**src/rtl/ex_stage_pkg.sv**
```systemverilog
// ex_stage_pkg: shared CPU/ISA codes and widths used by the execute stage.
// Revision 1.0
`default_nettype none

package ex_stage_pkg;

   localparam int WORD_W      = 32;
   localparam int WORD_ADDR_W = 30;
   localparam int REG_ADDR_W  = 5;

   localparam logic [3:0] ALU_OP_NOP  = 4'd0;
   localparam logic [3:0] ALU_OP_AND  = 4'd1;
   localparam logic [3:0] ALU_OP_OR   = 4'd2;
   localparam logic [3:0] ALU_OP_XOR  = 4'd3;
   localparam logic [3:0] ALU_OP_ADDS = 4'd4;
   localparam logic [3:0] ALU_OP_ADDU = 4'd5;
   localparam logic [3:0] ALU_OP_SUBS = 4'd6;
   localparam logic [3:0] ALU_OP_SUBU = 4'd7;
   localparam logic [3:0] ALU_OP_SHRL = 4'd8;
   localparam logic [3:0] ALU_OP_SHLL = 4'd9;
   localparam logic [3:0] ALU_OP_MULU = 4'd10;

   localparam logic [1:0] MEM_OP_NOP = 2'd0;
   localparam logic [1:0] MEM_OP_LDW = 2'd1;
   localparam logic [1:0] MEM_OP_STW = 2'd2;

   localparam logic [1:0] CTRL_OP_NOP  = 2'd0;
   localparam logic [1:0] CTRL_OP_WRCR = 2'd1;
   localparam logic [1:0] CTRL_OP_EXRT = 2'd2;

   localparam logic [2:0] ISA_EXP_NO_EXP     = 3'h0;
   localparam logic [2:0] ISA_EXP_EXT_INT    = 3'h1;
   localparam logic [2:0] ISA_EXP_UNDEF_INSN = 3'h2;
   localparam logic [2:0] ISA_EXP_OVERFLOW   = 3'h3;
   localparam logic [2:0] ISA_EXP_MISS_ALIGN = 3'h4;
   localparam logic [2:0] ISA_EXP_TRAP       = 3'h5;
   localparam logic [2:0] ISA_EXP_PRV_VIO    = 3'h6;

   typedef enum logic [1:0] {
      MUL_IDLE = 2'd0,
      MUL_MUL  = 2'd1,
      MUL_DONE = 2'd2
   } mul_state_e;

endpackage

`default_nettype wire

```
**src/rtl/ex_mul.sv**
```systemverilog
// ex_mul: iterative 32-cycle shift-add multiplier, low 32 bits of the product.
// Revision 1.0
`default_nettype none

module ex_mul
   import ex_stage_pkg::*;
(
   input  logic        clk,
   input  logic        reset,
   input  logic        start,
   input  logic        abort,
   input  logic        hold,
   input  logic [31:0] mcand_in,
   input  logic [31:0] mplier_in,
   output logic        busy,
   output logic        done,
   output logic [31:0] product
);

   mul_state_e  state_q, state_d;
   logic [31:0] mcand_q, mcand_d;
   logic [31:0] mplier_q, mplier_d;
   logic [31:0] acc_q, acc_d;
   logic [4:0]  count_q, count_d;

   always_comb begin
      state_d  = state_q;
      mcand_d  = mcand_q;
      mplier_d = mplier_q;
      acc_d    = acc_q;
      count_d  = count_q;
      case (state_q)
         MUL_IDLE: begin
            if (start) begin
               state_d  = MUL_MUL;
               mcand_d  = mcand_in;
               mplier_d = mplier_in;
               acc_d    = '0;
               count_d  = '0;
            end
         end
         MUL_MUL: begin
            if (mplier_q[0]) begin
               acc_d = acc_q + mcand_q;
            end
            mcand_d  = mcand_q << 1;
            mplier_d = mplier_q >> 1;
            count_d  = count_q + 5'd1;
            if (count_q == 5'd31) begin
               state_d = MUL_DONE;
            end
         end
         MUL_DONE: begin
            // Product is held until the EX/MEM register is free to take it.
            if (!hold) begin
               state_d = MUL_IDLE;
            end
         end
         default: state_d = MUL_IDLE;
      endcase
      if (abort) begin
         state_d = MUL_IDLE;
      end
   end

   always_ff @(posedge clk) begin
      if (!reset) begin
         state_q  <= MUL_IDLE;
         mcand_q  <= '0;
         mplier_q <= '0;
         acc_q    <= '0;
         count_q  <= '0;
      end else begin
         state_q  <= state_d;
         mcand_q  <= mcand_d;
         mplier_q <= mplier_d;
         acc_q    <= acc_d;
         count_q  <= count_d;
      end
   end

   assign busy    = (state_q == MUL_MUL);
   assign done    = (state_q == MUL_DONE);
   assign product = acc_q;

endmodule

`default_nettype wire

```
**src/rtl/ex_stage.sv**
```systemverilog
// ex_stage: execute stage - ALU, overflow detection, MULU sequencing, EX/MEM register.
// Revision 1.0
`default_nettype none

module ex_stage
   import ex_stage_pkg::*;
(
   input  logic        clk,
   input  logic        reset,
   input  logic [29:0] id_pc,
   input  logic        id_en,
   input  logic [3:0]  id_alu_op,
   input  logic [31:0] id_alu_in_0,
   input  logic [31:0] id_alu_in_1,
   input  logic        id_br_flag,
   input  logic [1:0]  id_mem_op,
   input  logic [31:0] id_mem_wr_data,
   input  logic [1:0]  id_ctrl_op,
   input  logic [4:0]  id_dst_addr,
   input  logic        id_gpr_we_,
   input  logic [2:0]  id_exp_code,
   input  logic        stall,
   input  logic        flush,
   output logic [31:0] fwd_data,
   output logic        ex_busy,
   output logic [29:0] ex_pc,
   output logic        ex_en,
   output logic        ex_br_flag,
   output logic [1:0]  ex_mem_op,
   output logic [31:0] ex_mem_wr_data,
   output logic [1:0]  ex_ctrl_op,
   output logic [4:0]  ex_dst_addr,
   output logic        ex_gpr_we_,
   output logic [2:0]  ex_exp_code,
   output logic [31:0] ex_out
);

   logic        mul_launch, mul_busy, mul_done;
   logic [31:0] mul_product;
   logic [31:0] alu_out;
   logic        overflow;

   // Reset gates the launch so ex_busy is low for the whole reset cycle.
   assign mul_launch = reset && id_en && (id_alu_op == ALU_OP_MULU) && !flush;
   assign ex_busy    = (!mul_busy && !mul_done && mul_launch) || mul_busy;

   ex_mul u_mul (
      .clk       (clk),
      .reset     (reset),
      .start     (mul_launch),
      .abort     (flush),
      .hold      (stall),
      .mcand_in  (id_alu_in_0),
      .mplier_in (id_alu_in_1),
      .busy      (mul_busy),
      .done      (mul_done),
      .product   (mul_product)
   );

   always_comb begin
      alu_out = '0;
      case (id_alu_op)
         ALU_OP_AND:  alu_out = id_alu_in_0 & id_alu_in_1;
         ALU_OP_OR:   alu_out = id_alu_in_0 | id_alu_in_1;
         ALU_OP_XOR:  alu_out = id_alu_in_0 ^ id_alu_in_1;
         ALU_OP_ADDS,
         ALU_OP_ADDU: alu_out = id_alu_in_0 + id_alu_in_1;
         ALU_OP_SUBS,
         ALU_OP_SUBU: alu_out = id_alu_in_0 - id_alu_in_1;
         ALU_OP_SHRL: alu_out = id_alu_in_0 >> id_alu_in_1[4:0];
         ALU_OP_SHLL: alu_out = id_alu_in_0 << id_alu_in_1[4:0];
         ALU_OP_MULU: alu_out = mul_product;
         default:     alu_out = '0;
      endcase
   end

   assign fwd_data = alu_out;

   always_comb begin
      overflow = 1'b0;
      if (id_en && (id_alu_op == ALU_OP_ADDS)) begin
         overflow = (id_alu_in_0[31] == id_alu_in_1[31]) && (alu_out[31] != id_alu_in_0[31]);
      end else if (id_en && (id_alu_op == ALU_OP_SUBS)) begin
         overflow = (id_alu_in_0[31] != id_alu_in_1[31]) && (alu_out[31] != id_alu_in_0[31]);
      end
   end

   logic [29:0] pc_q, pc_d;
   logic        en_q, en_d, br_flag_q, br_flag_d, gpr_we_q, gpr_we_d;
   logic [1:0]  mem_op_q, mem_op_d, ctrl_op_q, ctrl_op_d;
   logic [31:0] mem_wr_data_q, mem_wr_data_d, out_q, out_d;
   logic [4:0]  dst_addr_q, dst_addr_d;
   logic [2:0]  exp_code_q, exp_code_d;

   always_comb begin
      pc_d          = '0;
      en_d          = 1'b0;
      br_flag_d     = 1'b0;
      mem_op_d      = MEM_OP_NOP;
      mem_wr_data_d = '0;
      ctrl_op_d     = CTRL_OP_NOP;
      dst_addr_d    = '0;
      gpr_we_d      = 1'b1;
      exp_code_d    = ISA_EXP_NO_EXP;
      out_d         = '0;
      if (stall) begin
         pc_d          = pc_q;
         en_d          = en_q;
         br_flag_d     = br_flag_q;
         mem_op_d      = mem_op_q;
         mem_wr_data_d = mem_wr_data_q;
         ctrl_op_d     = ctrl_op_q;
         dst_addr_d    = dst_addr_q;
         gpr_we_d      = gpr_we_q;
         exp_code_d    = exp_code_q;
         out_d         = out_q;
      end else if (!flush && !ex_busy) begin
         pc_d          = id_pc;
         en_d          = id_en;
         br_flag_d     = id_br_flag;
         mem_op_d      = overflow ? MEM_OP_NOP : id_mem_op;
         mem_wr_data_d = id_mem_wr_data;
         ctrl_op_d     = id_ctrl_op;
         dst_addr_d    = id_dst_addr;
         gpr_we_d      = overflow ? 1'b1 : id_gpr_we_;
         exp_code_d    = overflow ? ISA_EXP_OVERFLOW : id_exp_code;
         out_d         = alu_out;
      end
   end

   always_ff @(posedge clk) begin
      if (!reset) begin
         pc_q          <= '0;
         en_q          <= 1'b0;
         br_flag_q     <= 1'b0;
         mem_op_q      <= MEM_OP_NOP;
         mem_wr_data_q <= '0;
         ctrl_op_q     <= CTRL_OP_NOP;
         dst_addr_q    <= '0;
         gpr_we_q      <= 1'b1;
         exp_code_q    <= ISA_EXP_NO_EXP;
         out_q         <= '0;
      end else begin
         pc_q          <= pc_d;
         en_q          <= en_d;
         br_flag_q     <= br_flag_d;
         mem_op_q      <= mem_op_d;
         mem_wr_data_q <= mem_wr_data_d;
         ctrl_op_q     <= ctrl_op_d;
         dst_addr_q    <= dst_addr_d;
         gpr_we_q      <= gpr_we_d;
         exp_code_q    <= exp_code_d;
         out_q         <= out_d;
      end
   end

   assign ex_pc          = pc_q;
   assign ex_en          = en_q;
   assign ex_br_flag     = br_flag_q;
   assign ex_mem_op      = mem_op_q;
   assign ex_mem_wr_data = mem_wr_data_q;
   assign ex_ctrl_op     = ctrl_op_q;
   assign ex_dst_addr    = dst_addr_q;
   assign ex_gpr_we_     = gpr_we_q;
   assign ex_exp_code    = exp_code_q;
   assign ex_out         = out_q;

endmodule

`default_nettype wire

```
**config.mk**
```make
export PLATFORM = sky130hd
export DESIGN_NAME = ex_stage
export DESIGN_NICKNAME = d
export VERILOG_FILES = /design/src/rtl/ex_stage_pkg.sv /design/src/rtl/ex_mul.sv /design/src/rtl/ex_stage.sv
export SDC_FILE = /design/constraint.sdc
export NUM_CORES = 1
export LEC_CHECK = 0
export CORE_AREA = 4 4 140 242
export DETAILED_ROUTE_END_ITERATION = 8
export DIE_AREA = 0 0 144 246
export PLACE_DENSITY = 0.81
export SYNTH_ARGS = -nofsm -noshare
export SYNTH_HDL_FRONTEND = slang
export SYNTH_SLANG_ARGS = --single-unit
```
**constraint.sdc**
```tcl
create_clock -name clk -period 6.1 [get_ports clk]
set_input_delay 0.61 -clock clk [delete_from_list [all_inputs] [get_ports clk]]
set_output_delay 0.61 -clock clk [all_outputs]
set_load 0.02 [all_outputs]
```
# Word-level counts from Yosys, hierarchy flattened
# Cells that the tools add are included.
# W data, S select, Z words.
[word_totals]
reg_bits = 212
input_bits = 149
out_inout_bits = 142
word_cells = 97
[op_classes]
n_mux = 29
n_reduce_logical = 23
n_addsub = 4
n_bitwise = 4
shift = 2
eq_ne = 20
[ops]
columns = ["operator", "count"]
rows = [
  ["$pmux W32 S8", 1],
  ["$mux W32", 6],
  ["$pmux W32 S2", 3],
  ["$add A32 B32 Y32", 2],
  ["$and A32 B32 Y32", 1],
  ["$or A32 B32 Y32", 1],
  ["$shl A32 B5 Y32", 1],
  ["$shr A32 B5 Y32", 1],
  ["$sub A32 B32 Y32", 1],
  ["$xor A32 B32 Y32", 1],
  ["$mux W30", 1],
  ["$eq A4 B3 Y1 const B", 4],
  ["$eq A4 B4 Y1 const B", 3],
  ["$mux W2", 6],
  ["$logic_and A1 B1 Y1", 10],
  ["$mux W5", 2],
  ["$pmux W5 S2", 1],
  ["$eq A4 B2 Y1 const B", 2],
  ["$mux W1", 6],
  ["$mux W3", 2],
  ["$pmux W2 S3", 1],
  ["$reduce_and A3 Y1", 2],
  ["$reduce_or A2 Y1", 3],
  ["$add A5 B1 Y5 const B", 1],
  ["other kinds (14)", 20],
]

# Longest topological paths before layout
# Gate-level depths: netlist (run 1).
[depth]
word_depth = 9
mapped_depth = 23
mapped_depth_nobuf = 19

# Modules after synthesis
# From an unflattened synthesis (run 1), not the netlist that was laid out.
[hier_totals]
hier_cells = 2180
hier_area_um2 = 17436.7
[by_module_without_submodules]
columns = ["mod", "instances", "seq_area_each_um2", "area_per_inst_um2", "cells_each"]
rows = [
  ["ex_stage", 1, 2182.1, 11462.2, 1389],
  ["ex_mul", 1, 2062.0, 5974.5, 791],
]

# Worst setup path after synthesis (run 1)
# Ideal clock, no wire load.
[synth_path]
path_type = "input-to-output"
startpoint = "input id_alu_in_1[0]"
endpoint = "output fwd_data[31]"
setup_slack_ns = 0.670
path_buffers = 4
cell_stages = 21
t_arrival_ns = 4.820
required_ns = 5.490
path_cell_list = "buf_4 inv_1 buf_2 buf_2 ha_1 nand2_1 nor4_1 nand4_1 nor2_1 a21oi_1 xnor2_1 ha_1 clkbuf_1 nand2_1 or3_1 nor2_1 a221oi_1 o221ai_1 a21oi_1 xor2_1 o21ai_0"
[synth_between]
elab_chain_cells = 2
word_cells_on_any_way = 5
cone_classes = "2 x add/sub; 2 x shift; 1 x mux"
[synth_lines]
columns = ["item", "line", "text"]
rows = [
  ["start, declared", "ex_stage.sv:14", "input logic [31:0] id_alu_in_1,"],
  ["$sub A32 B32 Y32, or another cell as far along", "ex_stage.sv:69", "ALU_OP_SUBU: alu_out = id_alu_in_0 - id_alu_in_1;"],
  ["$pmux W32 S8 (*)", "ex_stage.sv:62", "case (id_alu_op)"],
  ["end, declared", "ex_stage.sv:24", "output logic [31:0] fwd_data,"],
]
# Every way passes the cells marked *; elsewhere a longest branch is shown, timed or not.

# Worst setup path after layout (run 1)
[layout_path]
startpoint = "input id_alu_op[2]"
endpoint = "output fwd_data[27]"
[layout_between]
elab_chain_cells = 3
word_cells_on_any_way = 13
cone_classes = "10 x eq/ne; 1 x mux; 2 x reduce/logical"
[layout_lines]
columns = ["item", "line", "text"]
rows = [
  ["start, declared", "ex_stage.sv:12", "input logic [3:0] id_alu_op,"],
  ["$eq A4 B3 Y1", "ex_stage.sv:62", ""],
  ["$reduce_or A2 Y1", "ex_stage.sv:62", ""],
  ["$pmux W32 S8 (*)", "ex_stage.sv:62", ""],
]
# Marks and branches as above.

==> flow_summary.yaml, run 1 <==
synthesis:
  synth_top_area_frac: 0.245
  synth_area_leader_cell: "dfxtp_1"
  avgSynthCellArea_um2: 8.07
  synth_area_um2: 17300
  synth_seq_cells: 212
  synth_nets: 2430
  yosys_warnings: 0
  synth-edff-count: 0
  ys.flop_type: "dfxtp_1"
  synth.most_common_cell: "dfxtp_1"
  synthDistinctLibCells: 90
  synth_common_cells: "dfxtp_1, nand2_1, a21oi_1, nor2_1, ha_1"
  netlist_instances: 2146
  yosysSeqAreaShare: 0.245
  async_reset_ff_frac: 0
  yosys-top-cells-area: "dfxtp_1, ha_1, mux2i_1"
worst_setup_path:
  crit_arrival_ns: 5.35
  slowest_stage: "clkdlybuf4s50_1"
  max_stage_delay_ns: 0.57
  cp_max_fo: 6
  critPathKind: "input port to primary output"
  ff2ff_setup_slack_ns: 2.47
  crit_chain: "clkdlybuf4s50_1 -> inv_1 -> nor2_2 -> and2_1 -> nor2_1 -> xnor2_1 -> ha_1 -> o211ai_1 -> a211oi_2 -> a31oi_2 -> a21oi_2 -> o31ai_4 -> buf_4 -> o31ai_1 -> o31ai_1 -> or3b_1 -> clkdlybuf4s50_1"
  start_kind: "input port"
  endpoint_kind: "primary output"
  cp.required_ns: 5.49
flow_run:
  maxCapViolCount: 0
placement:
  hpwl_um: 52300
  placed_cells: 2756
  pre_cts_ws_ns: 0.275
  place_congestion: 1.06
  placedInstanceArea_um2: 20700
  portBuffers: 290
clock_network:
  cts_buffer_depth: 3
  cts_tree: "yes"
  cts_buffers: 21
  cts_root_buf: "clkbuf_16"
  htreeDepth: 1
  cts.clk_slew.worst_paths_ns: 0.07
  cts_sinks: 212
  clk-insertion-delay-late_ns: 0.54
routing:
  wl_um: 67200
  drt-initial-drc-count: 1410
  first_pass_iters: 6
  vias: 18100
  viasPerCell: 6.46
  ant_nets: 0
  detail_route.wl_per_cell_um: 24.0
  route.detailed.drc: 0
global_routing:
  use_met2: 0.617
  grt_start_max_net_pins: 127
  grt_pass1_vias: 17300
  track_usage: 0.361
  antenna_found_initial: 0
  grt_pass1_wl_um: 99700
  use_met3: 0.0404
  overflow: 0
  grt-busiest-layer: "met2"
  grtUsageMet1: 0.423
timing:
  final_max_slew_viol_count: 0
  timing.final.crit_share: 0.977
  finalSetupViolations: 0
  min_period_ns: 5.96
  grt_setup_unrepaired: "yes"
  fmax_mhz: 168
  finClkSkew_ns: 0.0217
  setup_slack_ns: 0.141
  tns_ns: 0
  tightest_slew_ns: 1.15
  max-slew-margin-rel: 0.231
  hold_ws_ns: 0.446
  hold_viol: 0
pwr:
  power-per-cell-area_nw_per_um2: 192
  p_leak_uw: 0.00935
  ir_worst_vdd_uv: 223
cells_and_area:
  stdcell_count: 2795
  antenna_cells: 0
  fin_nets: 2668
  syn_to_final_growth_pct: 23.6
  final_cell_area_um2: 21400
  drive_above_1_share: 0.0784
outcome:
  status: "completed"
floorplan:
  die_area_um2: 35400
  core-area_um2: 31700
  io_pins: 291
  die_height_um: 246
  rows: 86
  die_x_um: 144
  start_util: 0.545
worst_hold_path:
  hp-class: "input port to flip-flop"
[what timing repair did]
| item | 4_1_cts | 5_1_grt |
|---|---|---|
| hold buffers | 0 | 0 |
| gates resized for setup | 0 | 1 |
| setup endpoints to repair | 0 | 3 |
| buffers inserted | 0 | 1 |
[flip-flops by register name, summed over array words and instances (netlist names), 3 cells and up]
| name | count |
|---|---|
| u_mul.mcand_q | 32 |
| ex_pc | 30 |
| u_mul.count_q | 5 |
| ex_dst_addr | 5 |
| ex_out | 32 |
| ex_mem_wr_data | 32 |
| u_mul.product | 32 |
| ex_exp_code | 3 |
| u_mul.mplier_q | 32 |
[stage by stage]
| step | util | total power [uW] |
|---|---|---|
| 6_report | 0.674 | 4120 |
| 4_1_cts | 0.674 | 4100 |
| 2_1_floorplan | - | 2210 |
| 3_5_place_dp | 0.652 | 2760 |
| 5_1_grt | 0.674 | 4270 |
| 3_3_place_gp | 0.652 | 2740 |
[cell families (layout without fill, tap and decap cells)]
logic type / Yosys count / after routing / share of synthesized area
muxes: 137 / 137 / 0.0892
buffers and inverters: 256 / 509 / 0.0603
xor gates and xnor gates: 74 / 74 / 0.0383
adders and majority gates: 135 / 135 / 0.0985
DFF: 212 / 212 / 0.245
and+or+nand+nor: 599 / 599 / 0.170
AOI/OAI and AO/OA: 733 / 733 / 0.299
[area by class of cell]
cell class	instances	area [um2]
tap	396	495
sequential	212	4240
clock inverter	11	123
clock buffer	27	588
timing repair buffer	377	3540
inverter	94	353
fill	2724	10300
multi-input combinational	1678	12100
[per-layer routing]
layer  part of all wire  vias to the layer above
met5                  0                        -
met3              0.067                      252
met1               0.38                     8563
li1                   -                     8381
met4              0.074                        0
met2               0.48                      869
[power by group]
group | total (uW) | internal (uW) | switching, uW | leakage [uW]
registers | 1440 | 1420 | 18.8 | 0.00172
logic | 1330 | 548 | 779 | 0.00728
clock network | 1350 | 774 | 579 | 0.000357
[worst paths after layout]
path / startpoint / depth (start not counted) / end
worst min-delay path: reset / 2 / u_mul.mcand_q[21]$_SDFFE_PN0P_
worst max-delay path: id_alu_op[2] / 17 / fwd_data[27]
worst max register to register: u_mul.product[0]$_SDFFE_PN0P_ / 12 / u_mul.product[30]$_SDFFE_PN0P_
worst min register to register: u_mul.product[30]$_SDFFE_PN0P_ / 2 / u_mul.product[30]$_SDFFE_PN0P_
[layout by cell type (no fill, tap or decap), types with 18 or more instances in the layout]
cell and n:
a211oi_1 20, a21o_1 30, a21oi_1 145, a221oi_1 25, a22o_1 18, a22oi_1 106, a31oi_1 19, buf_4 89
clkbuf_16 21, clkdlybuf4s50_1 282, dfxtp_1 212, ha_1 132, inv_1 89, mux2i_1 110, nand2_1 187, nand2b_1 19
nand3_1 26, nand4_1 19, nor2_1 144, nor2b_1 118, nor3_1 21, o211a_1 63, o211ai_1 68, o21ai_0 96
o22ai_1 25, xnor2_1 50, xor2_1 22
[worst max-delay path, delay by kind of cell]
| family | cells | cell delay (ns) |
|---|---|---|
| XOR/XNOR | 1 | 0.14 |
| buffers and inverters | 4 | 1.34 |
| AND/OR/NAND/NOR | 4 | 1.09 |
| AO/OA/AOI/OAI | 7 | 1.75 |
| adder cells (fa/ha/maj) | 1 | 0.41 |
No activity file was read; power rests on OpenSTA's default activity.
==> inputs of run 2 (changes only) <==
CORE_AREA = 4 4 204 356   (was 4 4 140 242)
DIE_AREA = 0 0 208 360   (was 0 0 144 246)
PLACE_DENSITY = not set   (was 0.81)
==> run 2 against run 1 <==
- die area up 110%
- non-clock buffer count up 6
- critical path depth up 1
- register-to-register slack worse by 0.04 ns
- first-iteration DRC count down 7.7%
- via count down 1.6%
- sequential share of layout area down 0.65 points
- global-route usage down 17 points
- worst setup slack better by 0.078 ns
- count of clock-buffer cells in the layout down 1
- clock power about the same
- maximum frequency up 1.3%
- critical endpoint is now fwd_data[31]
- largest power group unchanged
- highest routed layer is now met5
==> flow_summary.yaml, run 2 (synthesis results as in run 1) <==
outcome:
  status: "completed"
cells_and_area:
  drive_above_1_share: 0.0832
  fin_nets: 2674
  layout_commonest_cell: "clkdlybuf4s50_1"
  nFillCells: 7405
  syn_to_final_growth_pct: 27.9
  layout_common_cells: "clkdlybuf4s50_1, dfxtp_1, nand2_1"
timing:
  tightest_slew_ns: 1.05
  max-slew-margin-rel: 0.292
  fmax_mhz: 170
  grt_setup_unrepaired: "yes"
  timing.final.crit_share: 0.964
  min_period_ns: 5.88
  final_max_slew_viol_count: 0
  finalSetupViolations: 0
  setup_slack_ns: 0.219
  hold_viol: 0
  finClkSkew_ns: 0.0127
pwr:
  power-per-cell-area_nw_per_um2: 188
  p_leak_uw: 0.00938
  ir_worst_vdd_uv: 158
  power_uw: 4160
routing:
  wl_um: 76300
  first_pass_iters: 5
  route.detailed.drc: 0
  ant_nets: 0
  drt-initial-drc-count: 1302
  viasPerCell: 5.36
  vias: 17800
  detail_route.wl_per_cell_um: 23.0
worst_setup_path:
  start_kind: "input port"
  cp.required_ns: 5.49
  worstReg2RegStart: "u_mul.mcand_q[0]$_SDFFE_PN0P_"
  endpoint_kind: "primary output"
  cp_max_fo: 4
  startpoint: "id_alu_in_1[10]"
  critPathKind: "input port to primary output"
  crit_arrival_ns: 5.27
floorplan:
  die_area_um2: 74900
  rows: 128
  core-area_um2: 69500
  die_x_um: 208
  io_pins: 291
  start_util: 0.249
  die_height_um: 360
placement:
  place_congestion: 1.05
  portBuffers: 290
  hpwl_um: 59900
  pre_cts_ws_ns: 0.108
clock_network:
  cts_root_buf: "clkbuf_16"
  htreeDepth: 1
  cts_buffer_depth: 3
  cts_hold_buf: 0
  cts_sinks: 212
  cts_buffers: 21
  cts_tree: "yes"
  cts.clk_slew.worst_paths_ns: 0.07
  ctsResizeCount: 0
  clk-insertion-delay-late_ns: 0.56
  cts_setup_buffers: 0
global_routing:
  grt_start_max_net_pins: 127
  overflow: 0
  grt_pass1_wl_um: 112000
  track_usage: 0.193
  grt_pass1_vias: 17500
  antenna_found_initial: 6
flow_run:
  maxCapViolCount: 0
worst_hold_path:
  hp-class: "input port to flip-flop"
  worstHoldStart: "reset"
[run 2: metrics by stage]
step / hold slack, ns / instances / utilization / cell area, um2 / TNS (ns)
2_1_floorplan: 0.443 / 2146 / - / 17300 / 0
3_3_place_gp: 0.460 / 3277 / 0.308 / 21400 / 0
3_5_place_dp: 0.463 / 3277 / 0.308 / 21400 / 0
4_1_cts: 0.366 / 3315 / 0.318 / 22100 / 0
5_1_grt: 0.368 / 3315 / 0.318 / 22100 / -0.0459
6_report: 0.385 / 3318 / 0.318 / 22100 / 0
[run 2: final cells by class]
cell class	count	area, um2	area share
multi-input cells	1678	12100	0.546
inverters	94	353	0.0159
clock inverters	12	105	0.00475
clock buffers	26	584	0.0264
diodes	3	7.51	0.000339
flip-flops and latches	212	4240	0.192
repair buffers	383	3610	0.163
well taps	910	1140	0.0515
[run 2: routing by layer]
layer,part of all wire,global-route usage,up-vias,wire length [um]
met3,0.063,0.0349,249,4820
li1,-,-,8392,-
met1,0.37,0.208,8432,28000
met4,0.078,0.128,6,5980
met5,0.00052,0,-,40
met2,0.49,0.341,698,37500
[run 2: worst max-delay path, cell delays in order]
cell	delay, ns
clkdlybuf4s50_1	0.44
nor4_2	0.32
buf_4	0.18
nand4_2	0.14
nor4_1	0.28
buf_4	0.20
nand4_1	0.22
o31ai_1	0.38
xnor2_1	0.17
ha_1	0.27
a21oi_1	0.27
o21ai_0	0.12
a221oi_1	0.25
o221ai_1	0.16
a21oi_1	0.26
xor2_1	0.11
o21ai_1	0.23
clkdlybuf4s50_1	0.66
[run 2: path summary, 6_finish.rpt]
path	end	cells past startpoint	slack, ns
max	fwd_data[31]	18	0.22
min	u_mul.mplier_q[1]$_SDFFE_PN0P_	2	0.38
max reg2reg	u_mul.product[30]$_SDFFE_PN0P_	12	2.43
min reg2reg	ex_mem_op[1]$_SDFFE_PN0N_	1	0.48
[run 2: report_power, final]
part           internal (uW)  total, uW  switching, uW
clock network            732       1360            626
logic                    552       1370            817
registers               1420       1430           17.8
